<file path="config.mk">
export PLATFORM = sky130hd
export DESIGN_NAME = instr_fetch_unit
export DESIGN_NICKNAME = d
export VERILOG_FILES = /design/src/rtl/instr_fetch_unit.sv
export SDC_FILE = /design/constraint.sdc
export NUM_CORES = 1
export LEC_CHECK = 0
export BUFFER_PORTS_ARGS = -buffer_cell sky130_fd_sc_hd__buf_2
export CORE_MARGIN = 2
export CORE_UTILIZATION = 25
export CTS_CLUSTER_DIAMETER = 150
export CTS_CLUSTER_SIZE = 10
export DETAILED_ROUTE_END_ITERATION = 8
export PLACE_DENSITY = 0.48
export SYNTH_ARGS = -nofsm -noshare
export SYNTH_HDL_FRONTEND = slang
export SYNTH_SLANG_ARGS = --single-unit
</file>
<file path="constraint.sdc">
create_clock -name clk -period 2.2 [get_ports clk]
set_clock_uncertainty 0.15 [all_clocks]
set_input_delay 0.44 -clock clk [delete_from_list [all_inputs] [get_ports clk]]
set_output_delay 0.44 -clock clk [all_outputs]
set_load 0.01 [all_outputs]
</file>
<file path="src/rtl/instr_fetch_unit.sv">
// instr_fetch_unit: multicycle instruction fetch.
// On fetch_start in IDLE the unit samples pc and issues one read on the
// instruction-memory request/response interface. The returned word is latched
// into instr together with the address it came from (old_pc). pc_plus4 is the
// sequential next-PC candidate.
// Optional feature: define FETCH_ALIGN_CHECK_EN to reject fetches whose pc is
// not word aligned. Such a fetch completes with err_cause=01 and issues no
// memory request.
module instr_fetch_unit #(
    parameter int              XLEN        = 32,
    parameter logic [XLEN-1:0] RESET_INSTR = 32'h00000013
) (
    input  logic            clk,
    input  logic            reset,
    input  logic            fetch_start,
    input  logic [XLEN-1:0] pc,
    output logic            mem_req_valid,
    input  logic            mem_req_ready,
    output logic [XLEN-1:0] mem_addr,
    input  logic            mem_rsp_valid,
    input  logic [XLEN-1:0] mem_rsp_data,
    input  logic            mem_rsp_err,
    output logic [XLEN-1:0] instr,
    output logic [XLEN-1:0] old_pc,
    output logic [XLEN-1:0] pc_plus4,
    output logic            fetch_done,
    output logic            fetch_err,
    output logic [1:0]      err_cause,
    output logic            busy
);

    localparam logic [1:0] S_IDLE = 2'd0;
    localparam logic [1:0] S_REQ  = 2'd1;
    localparam logic [1:0] S_WAIT = 2'd2;
    localparam logic [1:0] S_DONE = 2'd3;

    localparam logic [1:0] CAUSE_NONE      = 2'b00;
    localparam logic [1:0] CAUSE_MISALIGN  = 2'b01;
    localparam logic [1:0] CAUSE_BUS_ERROR = 2'b10;

    logic [1:0]      state_q, state_d;
    logic [XLEN-1:0] addr_q, addr_d;
    logic [XLEN-1:0] instr_q, instr_d;
    logic [XLEN-1:0] old_pc_q, old_pc_d;
    logic [1:0]      err_cause_q, err_cause_d;

    // Next-state and datapath update for the fetch sequence
    always_comb begin
        state_d     = state_q;
        addr_d      = addr_q;
        instr_d     = instr_q;
        old_pc_d    = old_pc_q;
        err_cause_d = err_cause_q;
        case (state_q)
            S_IDLE: begin
                if (fetch_start) begin
                    // addr_q doubles as the old_pc candidate until the response returns
                    addr_d = pc;
`ifdef FETCH_ALIGN_CHECK_EN
                    if (pc[1:0] != 2'b00) begin
                        state_d     = S_DONE;
                        err_cause_d = CAUSE_MISALIGN;
                    end else begin
                        state_d = S_REQ;
                    end
`else
                    state_d = S_REQ;
`endif
                end
            end
            S_REQ: begin
                if (mem_req_ready) begin
                    state_d = S_WAIT;
                end
            end
            S_WAIT: begin
                if (mem_rsp_valid) begin
                    state_d = S_DONE;
                    if (mem_rsp_err) begin
                        // instr/old_pc keep the last good fetch on a bus error
                        err_cause_d = CAUSE_BUS_ERROR;
                    end else begin
                        instr_d     = mem_rsp_data;
                        old_pc_d    = addr_q;
                        err_cause_d = CAUSE_NONE;
                    end
                end
            end
            S_DONE: begin
                state_d = S_IDLE;
            end
            default: begin
                state_d = S_IDLE;
            end
        endcase
    end

    // State and result registers, cleared asynchronously so a reset mid-fetch drops the request at once
    always_ff @(posedge clk or negedge reset) begin
        if (!reset) begin
            state_q     <= S_IDLE;
            addr_q      <= '0;
            instr_q     <= RESET_INSTR;
            old_pc_q    <= '0;
            err_cause_q <= CAUSE_NONE;
        end else begin
            state_q     <= state_d;
            addr_q      <= addr_d;
            instr_q     <= instr_d;
            old_pc_q    <= old_pc_d;
            err_cause_q <= err_cause_d;
        end
    end

    // All outputs are decoded from registers only; memory inputs never reach them combinationally
    assign mem_req_valid = (state_q == S_REQ);
    assign mem_addr      = addr_q;
    assign instr         = instr_q;
    assign old_pc        = old_pc_q;
    assign pc_plus4      = old_pc_q + XLEN'(4);
    assign fetch_done    = (state_q == S_DONE);
    assign fetch_err     = (state_q == S_DONE) && (err_cause_q != CAUSE_NONE);
    assign err_cause     = err_cause_q;
    assign busy          = (state_q != S_IDLE);

endmodule

</file>
==> results_dict.tcl, run 1 <==
set metrics [dict create \
    status "finished with violations" \
    failed_checks "setup timing" \
    drive_above_1_share 0.729 \
    finalMaxSlewViolations 0 \
    vias_per_cell 4.33 \
    syn-instance-count 318 \
    synthesis.nets 394 \
    grt_max_degree 62 \
    port_buffers 202 \
    routed_wl_mm 12.6 \
    synth_area_mm2 0.00444 \
    clock_latency_ns 0.35 \
    place_congestion 0.766 \
    drt_iter0_markers 51 \
    cp_data_required_time_ns 1.61 \
    final_common_cell "buf_2" \
    dpl.cell_count 771 \
    final_cell_mix "buf_2, mux2_2, dfrtp_1" \
    cts_tree "done" \
    synth_seq_cells 99 \
    drc 0 \
    core_mm2 0.0173 \
    clk_pin_slew_ns 0.08 \
    max-vdd-ir-drop_mv 0.533 \
    area_delta_synth_final_pct 54.5 \
    crit_arrival_ns 1.99 \
    grt_pass1_wl_mm 19.3 \
    power_density_mw_per_mm2 1430 \
    clkSinkCount 99 \
    hold-worst-slack_ns 0.161 \
    fp.dieW_um 137 \
    hp-class "in -> reg" \
    die_area_mm2 0.0188 \
    fmaxAchievable_mhz 388 \
    drtAntennaViolNets 0 \
    critPathKind "reg -> out" \
    cts_buffers 9 \
    setup_viol 22 \
    p_leak_nw 3.44 \
    hpwl_mm 9.19 \
    avgSynthCellArea_um2 13.9 \
    final.period_utilization 1.17 \
    num-nets-final 651 \
    min_period_ns 2.58 \
    grt_pass1_vias 3672 \
    antennaDiodeCount 0 \
    rows 48 \
    antenna_found_initial 1 \
    finalWorstSetupSlack_ns -0.379 \
    wl_per_cell_um 15.6 \
    firstDrtPassIters 4 \
    total_power_mw 9.80 \
    drv_cap 0 \
    start_kind "flop" \
    h-tree-depth 3 \
    num_vias 3485 \
    clk_root_buffer_cell "clkbuf_16" \
    fp.dieH_um 137 \
    stdcell_count 805 \
    rsz0062_at_grt "true" \
    grt_usage 0.136 \
    io_pins 204 \
    endpoint_kind "primary output" \
    grt_overflow 0 \
    ys_types 30 \
    ys_warn_count 0 \
    initial_core_util 0.256 \
    crit_path_max_fanout 8 \
    cts_max_path_buffers 2 \
    ys_seq_area_frac 0.559 \
    finalHoldViolations 0 \
]
## layer usage
metal,global-route usage,up-vias,wire [um]
li1,-,1627,-
met1,0.172,1705,5340
met2,0.214,139,5980
met3,0.0497,12,1100
met4,0.0452,2,165
met5,0,-,7
## worst paths after layout
path / from / end / slack [ns] / cells past startpoint
setup / recovery: old_pc[12]$_DFFE_PN0P_ / pc_plus4[26] / -0.38 / 6
hold / removal: pc[19] / mem_addr[19]$_DFFE_PN0P_ / 0.16 / 2
setup reg to reg: state_q[0]$_DFFE_PN0P_ / old_pc[25]$_DFFE_PN0P_ / 0.33 / 6
hold reg to reg: instr[9]$_DFFE_PN0P_ / instr[9]$_DFFE_PN0P_ / 0.35 / 1
max in group asynchronous: reset / instr[0]$_DFFE_PN1P_ / 1.06 / 3
min in group asynchronous: reset / old_pc[9]$_DFFE_PN0P_ / 0.46 / 3
## registers in the layout, summed over array words and instances (netlist names)
name and cells:
mem_addr 32, state_q 2, err_cause 1, old_pc 32, instr 32
## synthesized netlist by cell type
library cell	count	share of area
xnor2_1	14	0.028
ha_1	6	0.017
buf_2	7	0.0079
nand2_1	10	0.0085
buf_6	1	0.0025
o21ai_0	3	0.0034
or3_1	1	0.0014
nand3_1	9	0.010
nor4_1	1	0.0014
and4_1	3	0.0059
and2_1	1	0.0014
nor2_1	4	0.0034
or2_2	2	0.0028
nand4_1	6	0.0085
nand3_2	3	0.0068
buf_1	3	0.0025
xor2_1	14	0.028
dfrtp_1	96	0.54
and3_1	3	0.0042
clkbuf_1	2	0.0017
a222oi_1	1	0.0023
nor2b_1	1	0.0014
buf_4	3	0.0051
nor4_4	1	0.0048
nor3_1	3	0.0034
mux2_2	97	0.25
nor4_2	8	0.023
dfstp_2	3	0.018
inv_1	11	0.0093
conb_1	1	0.00085
## per-stage QoR
stage          utilization  cell area (um^2)  TNS, ns  worst slack [ns]
2_1_floorplan            -              4490  -0.0558           -0.0244
3_3_place_gp         0.352              6080  -0.0591           -0.0203
3_5_place_dp         0.352              6080   -0.258           -0.0676
4_1_cts              0.390              6740    -5.78            -0.395
5_1_grt              0.396              6850    -7.66            -0.488
6_report             0.396              6850    -5.20            -0.379
## timing repair
item                                    in CTS  in global routing
hold endpoints to repair                    96                  0
pin swaps                                   25                 17
resized for setup                           36                 19
endpoints found under the setup margin      22                 23
buffers inserted                            17                  4
hold buffers                                 1                  0
## report_power, final
group,switching (mW),internal (mW),leakage [nW]
clock network,0.738,0.924,0.146
logic,2.25,2.43,2.12
registers,0.684,2.78,1.18
total,3.67,6.13,3.44
## worst max-delay path, cell delays in order, from the launching register on
cell	delay, ns
dfrtp_1	0.36
nand3_2	0.10
or3_4	0.41
buf_12	0.16
nor4_4	0.27
xor2_1	0.17
buf_2	0.15
## logic make-up after synthesis
kind of cell | synth area share
adder cells (fa/ha/maj) | 0.0169
AO/OA/AOI/OAI | 0.00564
XOR/XNOR | 0.0553
flip-flops | 0.559
buffers and inverters | 0.0291
multiplexers | 0.246
other | 0.000845
AND/OR/NAND/NOR | 0.0866
## cell type report
| cell class | instances | area (um^2) |
|---|---|---|
| fillers | 1676 | 10400 |
| flip-flops and latches | 99 | 2490 |
| multi-input cells | 192 | 2120 |
| repair buffers | 262 | 1610 |
| well taps | 225 | 282 |
| clock buffers | 10 | 239 |
| clock inverters | 6 | 71.3 |
| inverters | 11 | 41.3 |
Power figures use the tool's default switching activity.
==> run 2: changes to the inputs <==
Settings changed: CORE_UTILIZATION 25 to 30, PLACE_DENSITY 0.48 to 0.55.
==> results_dict.tcl, run 2 (synthesis results as in run 1) <==
set metrics [dict create \
    postLayoutCellArea_mm2 0.00669 \
    setup_viol 22 \
    fin_setup_tns_ns -5.18 \
    critPathKind "reg -> out" \
    failed_checks "setup timing" \
    crit_arrival_ns 1.96 \
    total_power_mw 9.77 \
    wl_per_cell_um 16.4 \
    rows 44 \
    clock_power_share 0.177 \
    drtAntennaViolNets 0 \
    antenna_found_initial 0 \
    p_leak_nw 3.37 \
    core_mm2 0.0145 \
    rsz0062_at_grt "true" \
    drv_cap 0 \
    hpwl_mm 8.74 \
    fmaxAchievable_mhz 392 \
    grt_usage 0.158 \
    endpoint_kind "primary output" \
    num-nets-final 645 \
    hold_depth 2 \
    final.period_utilization 1.16 \
    cts_buffers 9 \
    firstDrtPassIters 4 \
    grt_pass1_wl_mm 19.7 \
    final_cell_mix "buf_2, mux2_2, dfrtp_1" \
    h-tree-depth 3 \
    preCtsSetupSlack_ns -0.0754 \
    die_area_mm2 0.0158 \
    status "finished with violations" \
    clkSinkCount 99 \
    fp.dieH_um 126 \
    worstMarginPinSlew_ns 0.536 \
    routed_wl_mm 12.4 \
    finalMaxSlewViolations 0 \
    place_congestion 0.754 \
    area_delta_synth_final_pct 50.7 \
    hp-class "in -> reg" \
    antennaDiodeCount 0 \
    fp.dieW_um 126 \
    grt_overflow 0 \
    pwr-share-comb 0.469 \
    clk_root_buffer_cell "clkbuf_16" \
    cts_tree "done" \
    finalWorstSetupSlack_ns -0.353 \
    power.switching_mw 3.62 \
    clk_pin_slew_ns 0.07 \
    grt_max_degree 44 \
    p_seq_frac 0.354 \
    io_pins 204 \
    clock_latency_ns 0.34 \
    place_area_mm2 0.00595 \
    power_density_mw_per_mm2 1460 \
    r2r_cells 5 \
    switching_share 0.370 \
    final_common_cell "buf_2" \
    intPower_mw 6.15 \
    grt_pass1_vias 3759 \
    min_period_ns 2.55 \
    crit_path_max_fanout 4 \
    drt_iter0_markers 88 \
    drc 0 \
    port_buffers 202 \
    start_kind "flop" \
    hold-worst-slack_ns 0.169 \
    num_vias 3505 \
    cts_max_path_buffers 2 \
    initial_core_util 0.306 \
    drive_above_1_share 0.725 \
    vias_per_cell 4.62 \
    max-slew-margin-rel 0.643 \
    max-vdd-ir-drop_mv 0.663 \
    finalHoldViolations 0 \
    cp_data_required_time_ns 1.61 \
]
run 2: power groups by stage:
stage	Clock, mW	Combinational, mW	Sequential [mW]
2_1_floorplan	0	1.76	3.93
3_3_place_gp	0	4.32	3.44
3_5_place_dp	0	4.40	3.48
4_1_cts	1.79	4.60	3.47
5_1_grt	1.86	4.95	3.61
6_report	1.73	4.59	3.46
run 2: metrics by stage:
stage                     utilization  std cells
final                           0.462        758
after global routing            0.462        758
after CTS                       0.454        755
after detailed placement        0.411        725
after global placement          0.411        725
after floorplan                     -        318
run 2: worst paths after layout:
| path | start | endpoint | slack [ns] |
|---|---|---|---|
| worst min-delay path | pc[19] | mem_addr[19]$_DFFE_PN0P_ | 0.17 |
| max in group asynchronous | reset | old_pc[4]$_DFFE_PN0P_ | 0.84 |
| worst max-delay path | old_pc[22]$_DFFE_PN0P_ | pc_plus4[31] | -0.35 |
| worst min register to register | instr[10]$_DFFE_PN0P_ | instr[10]$_DFFE_PN0P_ | 0.35 |
| worst max register to register | state_q[0]$_DFFE_PN0P_ | old_pc[14]$_DFFE_PN0P_ | 0.16 |
| min in group asynchronous | reset | old_pc[24]$_DFFE_PN0P_ | 0.44 |
run 2: area by class of cell:
| cell class | count | area, um^2 |
|---|---|---|
| flip-flops and latches | 99 | 2490 |
| inverters | 11 | 41.3 |
| clock buffers | 9 | 225 |
| multi-input cells | 193 | 2100 |
| clock inverters | 7 | 100 |
| repair buffers | 255 | 1500 |
| well taps | 184 | 230 |
| fillers | 1344 | 7790 |
run 2: timing repair:
| action | 4_1_cts | 5_1_grt |
|---|---|---|
| pin swaps | 16 | 21 |
| hold buffers | 1 | 0 |
| gates cloned | 2 | 0 |
| resized for setup | 41 | 19 |
| endpoints found under the hold margin | 30 | 0 |
| setup buffers | 11 | 7 |
| endpoints found under the setup margin | 84 | 23 |
run 2: worst max-delay path, stage by stage, from the launching register on:
cell and delay [ns]:
dfrtp_1 0.39, inv_2 0.05, or3_4 0.40, buf_6 0.15, nor4_4 0.29, xor2_1 0.18
buf_2 0.15
run 2: metal layers:
layer  routed length, um  up-vias  global-route usage  part of all wire
li1                    -     1612                   -                 -
met1                4910     1730               0.193              0.40
met2                6310      150               0.269              0.51
met3                1040       13              0.0518             0.083
met4                 139        0              0.0438             0.011
met5                   0        -                   0                 0
